<file path="src/rtl/ex_mem_latch_pkg.sv">
// Shared EX/MEM pipeline definitions: control-field widths, bit positions
// within the wb/m control bundles, and the latch FSM state encoding.
package ex_mem_latch_pkg;

  localparam int unsigned WB_W = 2;
  localparam int unsigned M_W  = 3;

  localparam int unsigned WB_REGWRITE = 1;
  localparam int unsigned WB_MEMTOREG = 0;

  localparam int unsigned M_BRANCH   = 2;
  localparam int unsigned M_MEMREAD  = 1;
  localparam int unsigned M_MEMWRITE = 0;

  localparam int unsigned PERF_W = 32;

  typedef enum logic [0:0] {
    ST_RUN  = 1'b0,
    ST_KILL = 1'b1
  } ex_mem_state_e;

endpackage : ex_mem_latch_pkg

</file>
<file path="src/rtl/ex_mem_latch.sv">
// EX/MEM pipeline register with stall, flush and taken-branch squash.
// Optional bubble counter output enabled by defining EX_MEM_PERF_EN.
module ex_mem_latch
  import ex_mem_latch_pkg::*;
#(
  parameter int unsigned DATA_W = 32,
  parameter int unsigned REG_AW = 5
) (
  input  logic              clk,
  input  logic              rst_n,
  input  logic              stall,
  input  logic              flush,
  input  logic              ex_valid,
  input  logic [WB_W-1:0]   ex_wb_ctl,
  input  logic [M_W-1:0]    ex_m_ctl,
  input  logic [DATA_W-1:0] ex_add_result,
  input  logic              ex_zero,
  input  logic [DATA_W-1:0] ex_alu_result,
  input  logic [DATA_W-1:0] ex_rdata2,
  input  logic [REG_AW-1:0] ex_dest,
  output logic              mem_valid,
  output logic [WB_W-1:0]   mem_wb_ctl,
  output logic              mem_branch,
  output logic              mem_memread,
  output logic              mem_memwrite,
  output logic [DATA_W-1:0] mem_add_result,
  output logic              mem_zero,
  output logic [DATA_W-1:0] mem_alu_result,
  output logic [DATA_W-1:0] mem_rdata2,
  output logic [REG_AW-1:0] mem_dest,
  output logic              mem_pcsrc
`ifdef EX_MEM_PERF_EN
  ,
  output logic [PERF_W-1:0] perf_bubble_count
`endif
);

  logic              valid_q,  valid_d;
  logic [WB_W-1:0]   wb_ctl_q, wb_ctl_d;
  logic [M_W-1:0]    m_ctl_q,  m_ctl_d;
  logic [DATA_W-1:0] add_q,    add_d;
  logic              zero_q,   zero_d;
  logic [DATA_W-1:0] alu_q,    alu_d;
  logic [DATA_W-1:0] rdata2_q, rdata2_d;
  logic [REG_AW-1:0] dest_q,   dest_d;
  ex_mem_state_e     state_q,  state_d;

  logic load;
  logic bubble;
  logic pcsrc;

  assign pcsrc = valid_q & m_ctl_q[M_BRANCH] & zero_q;

  // flush overrides stall, so a flushed edge always advances the latch.
  assign load = ~stall | flush;

  always_comb begin
    state_d = state_q;
    if (load) begin
      unique case (state_q)
        ST_RUN:  if (pcsrc) state_d = ST_KILL;
        ST_KILL: state_d = ST_RUN;
        default: state_d = ST_RUN;
      endcase
    end
  end

  // The edge that enters KILL is the one whose capture gets squashed, so a
  // taken branch kills exactly the instruction directly behind it.
  assign bubble = flush | ~ex_valid | (state_d == ST_KILL);

  always_comb begin
    valid_d  = valid_q;
    wb_ctl_d = wb_ctl_q;
    m_ctl_d  = m_ctl_q;
    add_d    = add_q;
    zero_d   = zero_q;
    alu_d    = alu_q;
    rdata2_d = rdata2_q;
    dest_d   = dest_q;
    if (load) begin
      if (bubble) begin
        valid_d  = 1'b0;
        wb_ctl_d = '0;
        m_ctl_d  = '0;
        add_d    = '0;
        zero_d   = 1'b0;
        alu_d    = '0;
        rdata2_d = '0;
        dest_d   = '0;
      end else begin
        valid_d  = 1'b1;
        wb_ctl_d = ex_wb_ctl;
        m_ctl_d  = ex_m_ctl;
        add_d    = ex_add_result;
        zero_d   = ex_zero;
        alu_d    = ex_alu_result;
        rdata2_d = ex_rdata2;
        dest_d   = ex_dest;
      end
    end
  end

  always_ff @(posedge clk or negedge rst_n) begin
    if (!rst_n) begin
      valid_q  <= 1'b0;
      wb_ctl_q <= '0;
      m_ctl_q  <= '0;
      add_q    <= '0;
      zero_q   <= 1'b0;
      alu_q    <= '0;
      rdata2_q <= '0;
      dest_q   <= '0;
      state_q  <= ST_RUN;
    end else begin
      valid_q  <= valid_d;
      wb_ctl_q <= wb_ctl_d;
      m_ctl_q  <= m_ctl_d;
      add_q    <= add_d;
      zero_q   <= zero_d;
      alu_q    <= alu_d;
      rdata2_q <= rdata2_d;
      dest_q   <= dest_d;
      state_q  <= state_d;
    end
  end

  assign mem_valid      = valid_q;
  assign mem_wb_ctl     = wb_ctl_q;
  assign mem_branch     = m_ctl_q[M_BRANCH];
  assign mem_memread    = m_ctl_q[M_MEMREAD];
  assign mem_memwrite   = m_ctl_q[M_MEMWRITE];
  assign mem_add_result = add_q;
  assign mem_zero       = zero_q;
  assign mem_alu_result = alu_q;
  assign mem_rdata2     = rdata2_q;
  assign mem_dest       = dest_q;
  assign mem_pcsrc      = pcsrc;

`ifdef EX_MEM_PERF_EN
  logic [PERF_W-1:0] perf_cnt_q, perf_cnt_d;

  always_comb begin
    perf_cnt_d = perf_cnt_q;
    if (load && bubble) perf_cnt_d = perf_cnt_q + 1'b1;
  end

  always_ff @(posedge clk or negedge rst_n) begin
    if (!rst_n) perf_cnt_q <= '0;
    else        perf_cnt_q <= perf_cnt_d;
  end

  assign perf_bubble_count = perf_cnt_q;
`endif

endmodule : ex_mem_latch

</file>
<file path="config.mk">
export PLATFORM = sky130hd
export DESIGN_NAME = ex_mem_latch
export DESIGN_NICKNAME = d
export VERILOG_FILES = /design/src/rtl/ex_mem_latch_pkg.sv /design/src/rtl/ex_mem_latch.sv
export SDC_FILE = /design/constraint.sdc
export NUM_CORES = 1
export LEC_CHECK = 0
export ABC_AREA = 1
export BUFFER_PORTS_ARGS = -buffer_cell sky130_fd_sc_hd__buf_4
export CAP_MARGIN = 25
export CORE_ASPECT_RATIO = 1.2
export CORE_MARGIN = 3
export CORE_UTILIZATION = 41
export CTS_CLUSTER_DIAMETER = 30
export DETAILED_ROUTE_END_ITERATION = 12
export PLACE_DENSITY = 0.76
export SLEW_MARGIN = 10
export SYNTH_ARGS = -nofsm -noshare
export SYNTH_HDL_FRONTEND = slang
export SYNTH_SLANG_ARGS = --single-unit
export TNS_END_PERCENT = 30
</file>
<file path="constraint.sdc">
create_clock -name clk -period 1.4 [get_ports clk]
set_clock_uncertainty 0.2 [all_clocks]
set_input_delay 0.28 -clock clk [delete_from_list [all_inputs] [get_ports clk]]
set_output_delay 0.28 -clock clk [all_outputs]
set_load 0.02 [all_outputs]
</file>
After elaboration in Yosys (flattened, before gate mapping)

Index checks and enable logic that the tools add are counted.

Multiplexer cells: 11
Bitwise operators: 8

Operators by type and width:

| kind        | number |
|---|---|
| $mux 32     | 3 |
| $mux 5      | 1 |
| $mux 1      | 4 |
| $mux 3      | 1 |
| $not 1->1   | 3 |
| $or 1x1->1  | 3 |
| $and 1x1->1 | 2 |
| $mux 2      | 1 |
| $pmux 1 s2  | 1 |

Register bits after elaboration: 109
Bits of input ports: 112
Output and inout port bits: 109
Logic and storage cells: 28

Longest topological paths before layout

Gate-level depths: netlist of run 1.

Word-level depth: 7
Gate-level depth with buffers: 7
Mapped depth without buffers: 5

Least setup slack after synthesis of run 1

Ideal clock, no wire load.

Path type: register to register
Start: register m_ctl_q[2]
End: register add_q[10], in the netlist mem_add_result[10]
Setup time: 0.119 ns
Arrival time: 1.567 ns
Data required time: 1.081 ns
Path slack: -0.485 ns
Stages on the path, launching flop included: 8
Path buffers: 2
Clock period less this slack: 1.885 ns
Cells stage by stage: dfrtp_1 > nand2_1 > nor2_1 > nand2_1 > buf_2 > buf_4 > nand4_1 > nand2_1

Longest elaborated chain between the ends: 7

RTL lines:

| what                      | line                | RTL |
|---|---|---|
| start: declaration        | ex_mem_latch.sv:40  | `logic [M_W-1:0] m_ctl_q, m_ctl_d;` |
| start signal: assignment  | ex_mem_latch.sv:118 | `m_ctl_q <= m_ctl_d;` |
| $and 1x1->1 (2 in series) | ex_mem_latch.sv:52  | `assign pcsrc = valid_q & m_ctl_q[M_BRANCH] & zero_q;` |
| via mem_pcsrc             | ex_mem_latch.sv:31  | `output logic mem_pcsrc` |
| $mux 1                    | ex_mem_latch.sv:61  | `ST_RUN: if (pcsrc) state_d = ST_KILL;` |
| $pmux 1 s2                | ex_mem_latch.sv:60  | `unique case (state_q)` |
| $mux 1                    | ex_mem_latch.sv:59  | `if (load) begin` |
| $or 1x1->1                | ex_mem_latch.sv:70  | `assign bubble = flush \| ~ex_valid \| (state_d == ST_KILL);` |
| $mux 32                   | ex_mem_latch.sv:82  | `if (bubble) begin` |
| end signal: assignment    | ex_mem_latch.sv:109 | `add_q <= '0;` |
| end signal: assignment    | ex_mem_latch.sv:119 | `add_q <= add_d;` |
| end: declaration          | ex_mem_latch.sv:41  | `logic [DATA_W-1:0] add_q, add_d;` |

The timed path passes the listed nets, and every way through them passes these cells.
A chain may end at the register's enable or synchronous reset.

Worst setup path after layout of run 1

Start: register m_ctl_q[2]
End: register add_q[7], in the netlist mem_add_result[7]

Longest elaborated chain between the ends: 7

RTL lines:

| what                      | line |
|---|---|
| $and 1x1->1 (2 in series) | ex_mem_latch.sv:52 |
| $mux 1                    | ex_mem_latch.sv:61 |
| $pmux 1 s2                | ex_mem_latch.sv:60 |
| $mux 1                    | ex_mem_latch.sv:59 |
| $or 1x1->1                | ex_mem_latch.sv:70 |
| $mux 32                   | ex_mem_latch.sv:82 |

No other way between the ends.

==> results.yml, run 1 <==
timing:
  rsz0062_at_grt: "true"
  worst_pin_slew_ps: 327.7
  finalHoldViolations: 0
  tns_ps: -9074
  fin_crit_ps: 1547
  setup_violations: 112
  slew_violations: 0
  fmax_ghz: 0.6465
  timing.final.crit_share_pct: 110.5
  hold_ws_ps: 6.003
  worst_slack_ps: -146.8
  relSlewSlack_pct: 78.15
power_and_ir_drop:
  power_frac_seq_pct: 48.0
  switching_share_pct: 24.57
  pwr-share-clk_pct: 34.7
  p_comb_share_pct: 17.3
  switchingPower_mw: 1.714
  vdd_drop_max_uv: 787.2
  leakage_nw: 4.338
  internal_power_mw: 5.261
  p_per_area_nw_per_um2: 874.1
clock_network:
  cts_buffers: 9
  ctsRootBufferMaster: "clkbuf_16"
  cts_buffer_depth: 2
  clock_sinks: 109
  clkTransAtPathRegs_ps: 70
  htree_levels: 3
  insertion_delay_ps: 330
  cts_tree: "built"
synthesis:
  syn-num-nets: 601
  syn_inst: 489
  synth_top_cell_by_area: "dfrtp_1"
  synth_top_cell_area_share_pct: 60.98
  netlist_area_um2: 4473
  synth_warnings: 0
  ys_seq_area_share_pct: 60.98
  synth_ff_type: "dfrtp_1"
  yosysUniqueCellTypes: 15
  postSynth.asyncResetShare_pct: 100.0
  ys_ff_latch: 109
  synthTopCellsByArea: "dfrtp_1 61%, nand2_1 18%, nand4_1 15%, buf_2 1.5%, clkbuf_1 1.3%"
  synth_common_cells: "219 x nand2_1, 109 x dfrtp_1, 107 x nand4_1"
  synth_edf_count: 0
  synth_most_common_cell: "nand2_1"
  syn_avg_cell_area_um2: 9.147
drt:
  viasPerCell: 5.438
  dr_wl_met3_mm: 1.396
  post_drt_wl_per_cell_um: 18.29
  drc: 0
  met2_length_mm: 8.806
  drtPass1Iterations: 4
  wl_met1_mm: 6.241
  routed_wl_mm: 17.05
  maxUsedRoutingLayer: "met4"
  num_vias: 5068
  initialDrtViolationCount: 294
  route.antenna.remaining_nets: 0
worst_setup_path:
  cp_data_arrival_time_ps: 1620
  critPathSlowestCell: "dfrtp_2"
  criticalPathCategory: "flop to flop"
  crit_chain: "nand2_2 -> nor2_4 -> buf_4 -> nand2_8 -> clkbuf_16 -> nand4_1 -> nand2_1"
  cpLargestDelayFamily: "simple AND/OR/NAND/NOR gates"
  path_buf_inv: 2
  slowest_delay_ps: 420
  path_max_fanout: 11
  crit_required_ps: 1480
  start_kind: "flop"
  critPathCaptureType: "flop"
placement:
  place_congestion: 0.8174
  dpl.hpwl_mm: 9.727
  dp.cells: 816
  numPortBuffers: 220
  pre_cts_ws_ps: -134.4
  dpl_cell_area_um2: 6449
run:
  max_cap_viol_count: 0
global_routing:
  grt_pass1_wl_mm: 24.39
  grt_usage_pct: 25.06
  first_global_vias: 4930
  grt_max_degree: 52
  grt-ovfl-total: 0
  antenna_found_initial: 0
finish:
  stdcell_count: 932
  synthToLayoutAreaGrowth_pct: 78.38
  drive_gt1_share_pct: 34.66
  fin_nets: 910
  nFillCells: 662
  fin_area_um2: 7979
floorplanning:
  die_w_um: 101.4
  die_h_um: 120.4
  std_cell_rows: 41
  num_io_pins: 221
  start_util_pct: 42.33
  coreArea_um2: 10570
  dieArea_um2: 12200
outcome:
  violations: "negative setup slack"
  status: "finished with violations"
hold_path:
  hold_path.class: "primary input to flop"
==> worst paths after layout <==
path	cells after the start	endpoint	from	slack [ps]
min in group asynchronous	2	mem_alu_result[8]	rst_n	160
hold reg to reg	2	mem_rdata2[20]	mem_rdata2[20]	280
max in group asynchronous	3	mem_rdata2[18]	rst_n	330
hold / removal	3	mem_dest[2]	ex_dest[2]	6
setup reg to reg	7	mem_add_result[7]	m_ctl_q[2]	-150
setup / recovery	7	mem_add_result[7]	m_ctl_q[2]	-150
==> cell families (layout without fill, tap and decap cells) <==
| kind of cell | Yosys count | count (layout) | synth area share, % |
|---|---|---|---|
| flops | 109 | 109 | 60.98 |
| simple gates | 331 | 331 | 34.10 |
| other cells | 0 | 1 | 0 |
| buf+inv | 48 | 361 | 4.811 |
| compound gates | 1 | 1 | 0.1118 |
==> per-layer routing <==
layer | GRT usage, % | up-vias
met5 | 0 | -
met4 | 11.14 | 0
met3 | 5.886 | 53
met2 | 42.10 | 303
met1 | 30.34 | 2436
li1 | - | 2276
==> sequential cells by signal, indices dropped and copies added (netlist names) <==
| register | count |
|---|---|
| mem_add_result | 32 |
| mem_alu_result | 32 |
| mem_rdata2 | 32 |
| mem_dest | 5 |
| m_ctl_q | 3 |
| mem_wb_ctl | 2 |
| mem_valid | 1 |
| mem_zero | 1 |
| state_q | 1 |
==> stage by stage <==
| stage | utilization [%] | power, mW |
|---|---|---|
| floorplan | - | 3.726 |
| global placement | 61.02 | 4.325 |
| detailed placement | 61.02 | 4.344 |
| CTS | 72.69 | 6.967 |
| global route | 75.48 | 7.254 |
| finish | 75.50 | 6.974 |
==> placed cells by master, fill, tap and decap left out, types with 13 or more instances in the layout <==
cell type and n:
buf_6 42, buf_4 190, buf_12 13, dlygate4sd3_1 93, nand4_1 107, nand2_1 217, clkbuf_16 14, dfrtp_1 106
==> layout make-up <==
type	count	area, µm²	share of cell area, %
multi-input cells	332	1570	19.68
inverters	3	11.26	0.1411
clock buffers	12	266.5	3.340
flip-flops and latches	109	2731	34.23
diodes	1	2.502	0.03136
well taps	129	161.4	2.023
repair buffers	343	3216	40.30
clock inverters	3	20.02	0.2509
==> power groups by stage <==
stage	clock [mW]	sequential, mW	combinational, mW
finish	2.42	3.35	1.21
global route	2.61	3.36	1.28
CTS	2.47	3.34	1.16
detailed placement	0	3.40	0.948
global placement	0	3.39	0.932
floorplan	0	3.54	0.191
==> worst register-to-register path, stage by stage (launching register included) <==
cell	delay, ps
dfrtp_2	420
nand2_2	90
nor2_4	40
buf_4	140
nand2_8	160
clkbuf_16	200
nand4_1	140
nand2_1	90
==> what timing repair did <==
| item | in CTS | in global routing |
|---|---|---|
| hold buffers | 93 | 0 |
| gates resized for setup | 3 | 41 |
| endpoints found under the hold margin | 201 | 0 |
| pin swaps | 6 | 0 |
| setup endpoints to repair | 6 | 153 |
| cloned | 0 | 6 |
| setup buffers | 1 | 0 |
Power figures use the tool's default switching activity.
==> run 2: changes to the inputs <==
clock period = 1.3 ns   (was 1.4 ns; I/O delays follow)
==> results.yml, run 2 (synthesized netlist as in run 1, its figures left out) <==
clock_network:
  clkTransAtPathRegs_ps: 70
  htree_levels: 3
  cts_buffers: 9
  clock_sinks: 109
  ctsRootBufferMaster: "clkbuf_16"
  insertion_delay_ps: 340
  cts_tree: "built"
  cts_buffer_depth: 2
drt:
  viasPerCell: 5.511
  met2_length_mm: 9.451
  dr_wl_met3_mm: 1.439
  num_vias: 5224
  wl_met1_mm: 6.356
  routed_wl_mm: 18.15
  route.antenna.remaining_nets: 0
  post_drt_wl_per_cell_um: 19.14
  drc: 0
  maxUsedRoutingLayer: "met4"
  initialDrtViolationCount: 398
  drtPass1Iterations: 6
worst_setup_path:
  rr_endpoint: "mem_alu_result[15]"
  critPathSlowestCell: "dfrtp_2"
  slowest_delay_ps: 390
  crit_required_ps: 840
  start_kind: "flop"
  crit_path_end: "mem_pcsrc"
  r2r_slack_ps: -190
  crit_chain: "nand2_2 -> nor2_4 -> buf_6"
  ff2ff_path_depth: 7
  startpoint: "m_ctl_q[2]"
  cpLargestDelayFamily: "flip-flops"
  path_buf_inv: 1
  path_depth: 3
  critPathCaptureType: "output pin"
  criticalPathCategory: "flop to output pin"
  path_max_fanout: 2
  cp_data_arrival_time_ps: 1030
  r2r-start: "m_ctl_q[2]"
finish:
  final_cell_mix: "217 x nand2_1, 118 x buf_4, 113 x buf_6"
  fin_nets: 923
  stdcell_count: 948
  final_common_cell: "nand2_1"
  synthToLayoutAreaGrowth_pct: 88.62
  drive_gt1_share_pct: 34.07
timing:
  tns_ps: -20920
  worst_pin_slew_ps: 419.1
  timing.final.crit_share_pct: 114.6
  relSlewSlack_pct: 72.06
  fin_crit_ps: 1490
  worst_slack_ps: -189.7
  setup_violations: 218
  finalHoldViolations: 0
  fmax_ghz: 0.6713
  slew_violations: 0
  rsz0062_at_grt: "true"
global_routing:
  grt_pass1_wl_mm: 26.96
  first_global_vias: 5439
  grt_usage_pct: 27.97
  antenna_found_initial: 2
  grt-ovfl-total: 0
  grt_max_degree: 46
outcome:
  status: "finished with violations"
  violations: "negative setup slack"
floorplanning:
  std_cell_rows: 41
  num_io_pins: 221
  start_util_pct: 42.33
  die_w_um: 101.4
  coreArea_um2: 10570
  die_h_um: 120.4
  dieArea_um2: 12200
power_and_ir_drop:
  p_total_mw: 7.986
  vdd_drop_max_uv: 584.8
  leakage_nw: 4.470
  p_per_area_nw_per_um2: 946.5
placement:
  numPortBuffers: 220
  dpl.hpwl_mm: 9.531
  place_congestion: 0.8081
  dp.cells: 816
hold_path:
  hold_path.class: "primary input to flop"
run:
  max_cap_viol_count: 0
[run 2: cell count changes in the layout (fill, tap and decap cells not counted), sizes merged]
cell | before | now
inv | 3 | 4
dlygate4sd3 | 93 | 106
bufinv | 0 | 2
clkinv | 1 | 2
clkbuf | 17 | 14
diode | 1 | 3
[run 2: power breakdown]
group | switching [mW] | internal, mW | total (mW)
Sequential | 0.104 | 3.52 | 3.62
Combinational | 0.615 | 0.787 | 1.40
Clock | 1.27 | 1.70 | 2.96
[run 2: worst min path at each step]
| stage | from | endpoint | slack, ps | cells past startpoint |
|---|---|---|---|---|
| floorplan | rst_n | m_ctl_q[0] | -240 | 0 |
| CTS | ex_rdata2[10] | mem_rdata2[10] | 1 | 3 |
| global placement | rst_n | mem_alu_result[17] | -20 | 1 |
| finish | ex_rdata2[10] | mem_rdata2[10] | 20 | 3 |
| global route | ex_rdata2[10] | mem_rdata2[10] | 20 | 3 |
| detailed placement | rst_n | mem_alu_result[8] | -20 | 1 |
[run 2: timing repair]
| action | CTS | global route |
|---|---|---|
| hold endpoints to repair | 214 | 0 |
| buffers inserted | 1 | 0 |
| cloned | 0 | 6 |
| setup endpoints to repair | 218 | 218 |
| pin swaps | 3 | 2 |
| gates resized for setup | 111 | 4 |
| hold buffers | 106 | 0 |
[run 2: cell type report]
type                    count  area [µm²]
repair buffers            356        3625
well taps                 129       161.4
fillers                   588        2131
flip-flops and latches    109        2731
multi-input cells         332        1578
clock buffers               9       225.2
clock inverters             7       97.59
diodes                      3       7.507
inverters                   3       11.26
[run 2: through the flow]
stage	utilization (%)	setup WS [ps]	hold WS, ps	area, µm²
CTS	78.25	-189.7	1.013	8269
global placement	61.14	-129.0	-16.35	6461
detailed placement	61.14	-154.4	-15.48	6461
global route	79.81	-237.8	23.86	8434
floorplan	-	-195.2	-235.6	4511
finish	79.84	-189.7	19.67	8437
[run 2: routing by layer]
metal / vias up / track usage [%]
met2: 327 / 48.69
met5: - / 0
met3: 78 / 5.540
met4: 0 / 14.71
met1: 2504 / 31.90
li1: 2315 / -
[run 2: tightest hold or removal path, cell delays in order]
cell and delay (ps):
buf_4 80, nand4_1 80, nand2_1 90
==> run 3: changes to the inputs <==
CORE_UTILIZATION = 46   (was 41)
GPL_TIMING_DRIVEN = 0   (was unset)
PLACE_DENSITY = 0.8   (was 0.76)
clock period = 1.49 ns   (was 1.3 ns; I/O delays follow)
==> results.yml, run 3 (synthesized netlist as in run 1, its figures left out) <==
timing:
  worst_pin_slew_ps: 463.6
  worst_slack_ps: -102.9
  fin_crit_ps: 1593
  fmax_ghz: 0.6278
  timing.final.crit_share_pct: 106.9
  rsz0062_at_grt: "true"
  relSlewSlack_pct: 69.10
  slew_violations: 0
  setup_violations: 9
  finalHoldViolations: 0
worst_setup_path:
  critPathSlowestCell: "dfrtp_2"
  slowest_delay_ps: 390
  critPathCaptureType: "output pin"
  cpLargestDelayFamily: "flip-flops"
  r2r_slack_ps: -30
  path_max_fanout: 3
  cp_data_arrival_time_ps: 1090
  path_buf_inv: 2
  crit_required_ps: 990
  crit_chain: "inv_2 -> nor2_4 -> buf_6"
  criticalPathCategory: "flop to output pin"
  startpoint: "mem_valid"
  start_kind: "flop"
  r2r-start: "state_q"
floorplanning:
  die_h_um: 114.0
  num_io_pins: 221
  dieArea_um2: 10950
  std_cell_rows: 38
  start_util_pct: 48.25
  die_w_um: 96.02
  coreArea_um2: 9271
power_and_ir_drop:
  switchingPower_mw: 1.588
  switching_share_pct: 25.08
  p_per_area_nw_per_um2: 814.6
  leakage_nw: 4.303
  pwr-share-clk_pct: 32.5
  internal_power_mw: 4.745
  power_frac_seq_pct: 49.6
  vdd_drop_max_uv: 547.1
  p_comb_share_pct: 17.9
drt:
  routed_wl_mm: 17.06
  post_drt_wl_per_cell_um: 17.84
  viasPerCell: 5.456
  initialDrtViolationCount: 385
  num_vias: 5216
  drc: 0
  drtPass1Iterations: 5
  route.antenna.remaining_nets: 0
global_routing:
  grt_max_degree: 110
  antenna_found_initial: 0
  grt-ovfl-total: 0
  first_global_vias: 5358
  grt_pass1_wl_mm: 26.43
  grt_usage_pct: 31.12
outcome:
  violations: "negative setup slack"
  status: "finished with violations"
finish:
  fin_nets: 943
  final_common_cell: "buf_4"
  final_cell_mix: "219 x buf_4, 217 x nand2_1, 107 x nand4_1"
  synthToLayoutAreaGrowth_pct: 73.79
  drive_gt1_share_pct: 34.61
  final_util_pct: 83.85
  nFillCells: 455
  fin_area_um2: 7774
placement:
  dpl.hpwl_mm: 9.868
  place_congestion: 0.8444
  numPortBuffers: 220
  dpl_cell_area_um2: 6310
clock_network:
  cts_buffer_depth: 2
  htree_levels: 3
  clkTransAtPathRegs_ps: 100
  cts_buffers: 9
  ctsRootBufferMaster: "clkbuf_8"
  cts_tree: "built"
  insertion_delay_ps: 370
  clock_sinks: 109
hold_path:
  hold_path.class: "primary input to flop"
  hp-start: "ex_rdata2[21]"
run:
  max_cap_viol_count: 0
[run 3: cell count changes in the layout (fill, tap and decap cells not counted), sizes merged]
cell / previous run / this run
clkbuf: 14 / 34
buf: 245 / 248
inv: 4 / 3
diode: 3 / 1
clkinv: 2 / 0
clkinvlp: 2 / 1
[run 3: routing by layer]
layer | up-vias | wire (µm) | global-route usage [%]
li1 | 2334 | - | -
met1 | 2496 | 6132 | 34.92
met2 | 308 | 8753 | 53.29
met3 | 78 | 1316 | 7.124
met4 | 0 | 854 | 17.74
met5 | - | 0 | 0
[run 3: final cells by class]
| class | instances | area [µm²] | share of cell area [%] |
|---|---|---|---|
| repair buffers | 331 | 2819 | 36.26 |
| flip-flops and latches | 109 | 2731 | 35.14 |
| multi-input cells | 332 | 1556 | 20.02 |
| plain buffers | 45 | 270.3 | 3.477 |
| clock buffers | 12 | 165.2 | 2.125 |
| well taps | 120 | 150.1 | 1.931 |
| clock inverters | 3 | 67.56 | 0.8691 |
| inverters | 3 | 11.26 | 0.1449 |
| diodes | 1 | 2.502 | 0.03219 |
[run 3: worst min-delay path: cells and delay by family]
family                 cells  cell delay, ps
buffers and inverters      1              80
AND/OR/NAND/NOR            2             180
[run 3: stage by stage]
step / hold WS, ps / cells / setup TNS, ps / power (mW) / setup slack (ps)
2_1_floorplan: -197.6 / 489 / -61.18 / 3.501 / -7.127
3_3_place_gp: 264.5 / 829 / -54560 / 4.025 / -376.2
3_5_place_dp: 266.0 / 829 / -33780 / 4.041 / -417.4
4_1_cts: -113.4 / 951 / -268.6 / 6.290 / -118.0
5_1_grt: 6.920 / 955 / -901.9 / 6.589 / -153.5
6_report: 18.92 / 956 / -276.5 / 6.333 / -102.9
[run 3: worst paths after layout]
check	to	cells past startpoint
setup / recovery	mem_pcsrc	3
hold / removal	mem_rdata2[21]	3
setup reg to reg	mem_add_result[10]	6
hold reg to reg	mem_add_result[31]	2
max in group asynchronous	mem_add_result[17]	3
min in group asynchronous	mem_add_result[28]	2
[run 3: what timing repair did]
action / 4_1_cts / 5_1_grt
pin swaps: 1 / 0
hold buffers: 105 / 1
setup endpoints to repair: 100 / 104
buffers inserted: 2 / 2
gates resized for setup: 19 / 37
hold endpoints to repair: 214 / 46
[run 3: power groups by stage]
stage | Sequential (mW) | Clock [mW] | Combinational [mW]
after CTS | 3.13 | 2.08 | 1.08
after global placement | 3.19 | 0 | 0.838
after detailed placement | 3.19 | 0 | 0.852
after floorplan | 3.32 | 0 | 0.179
final | 3.14 | 2.06 | 1.13
after global routing | 3.15 | 2.23 | 1.21
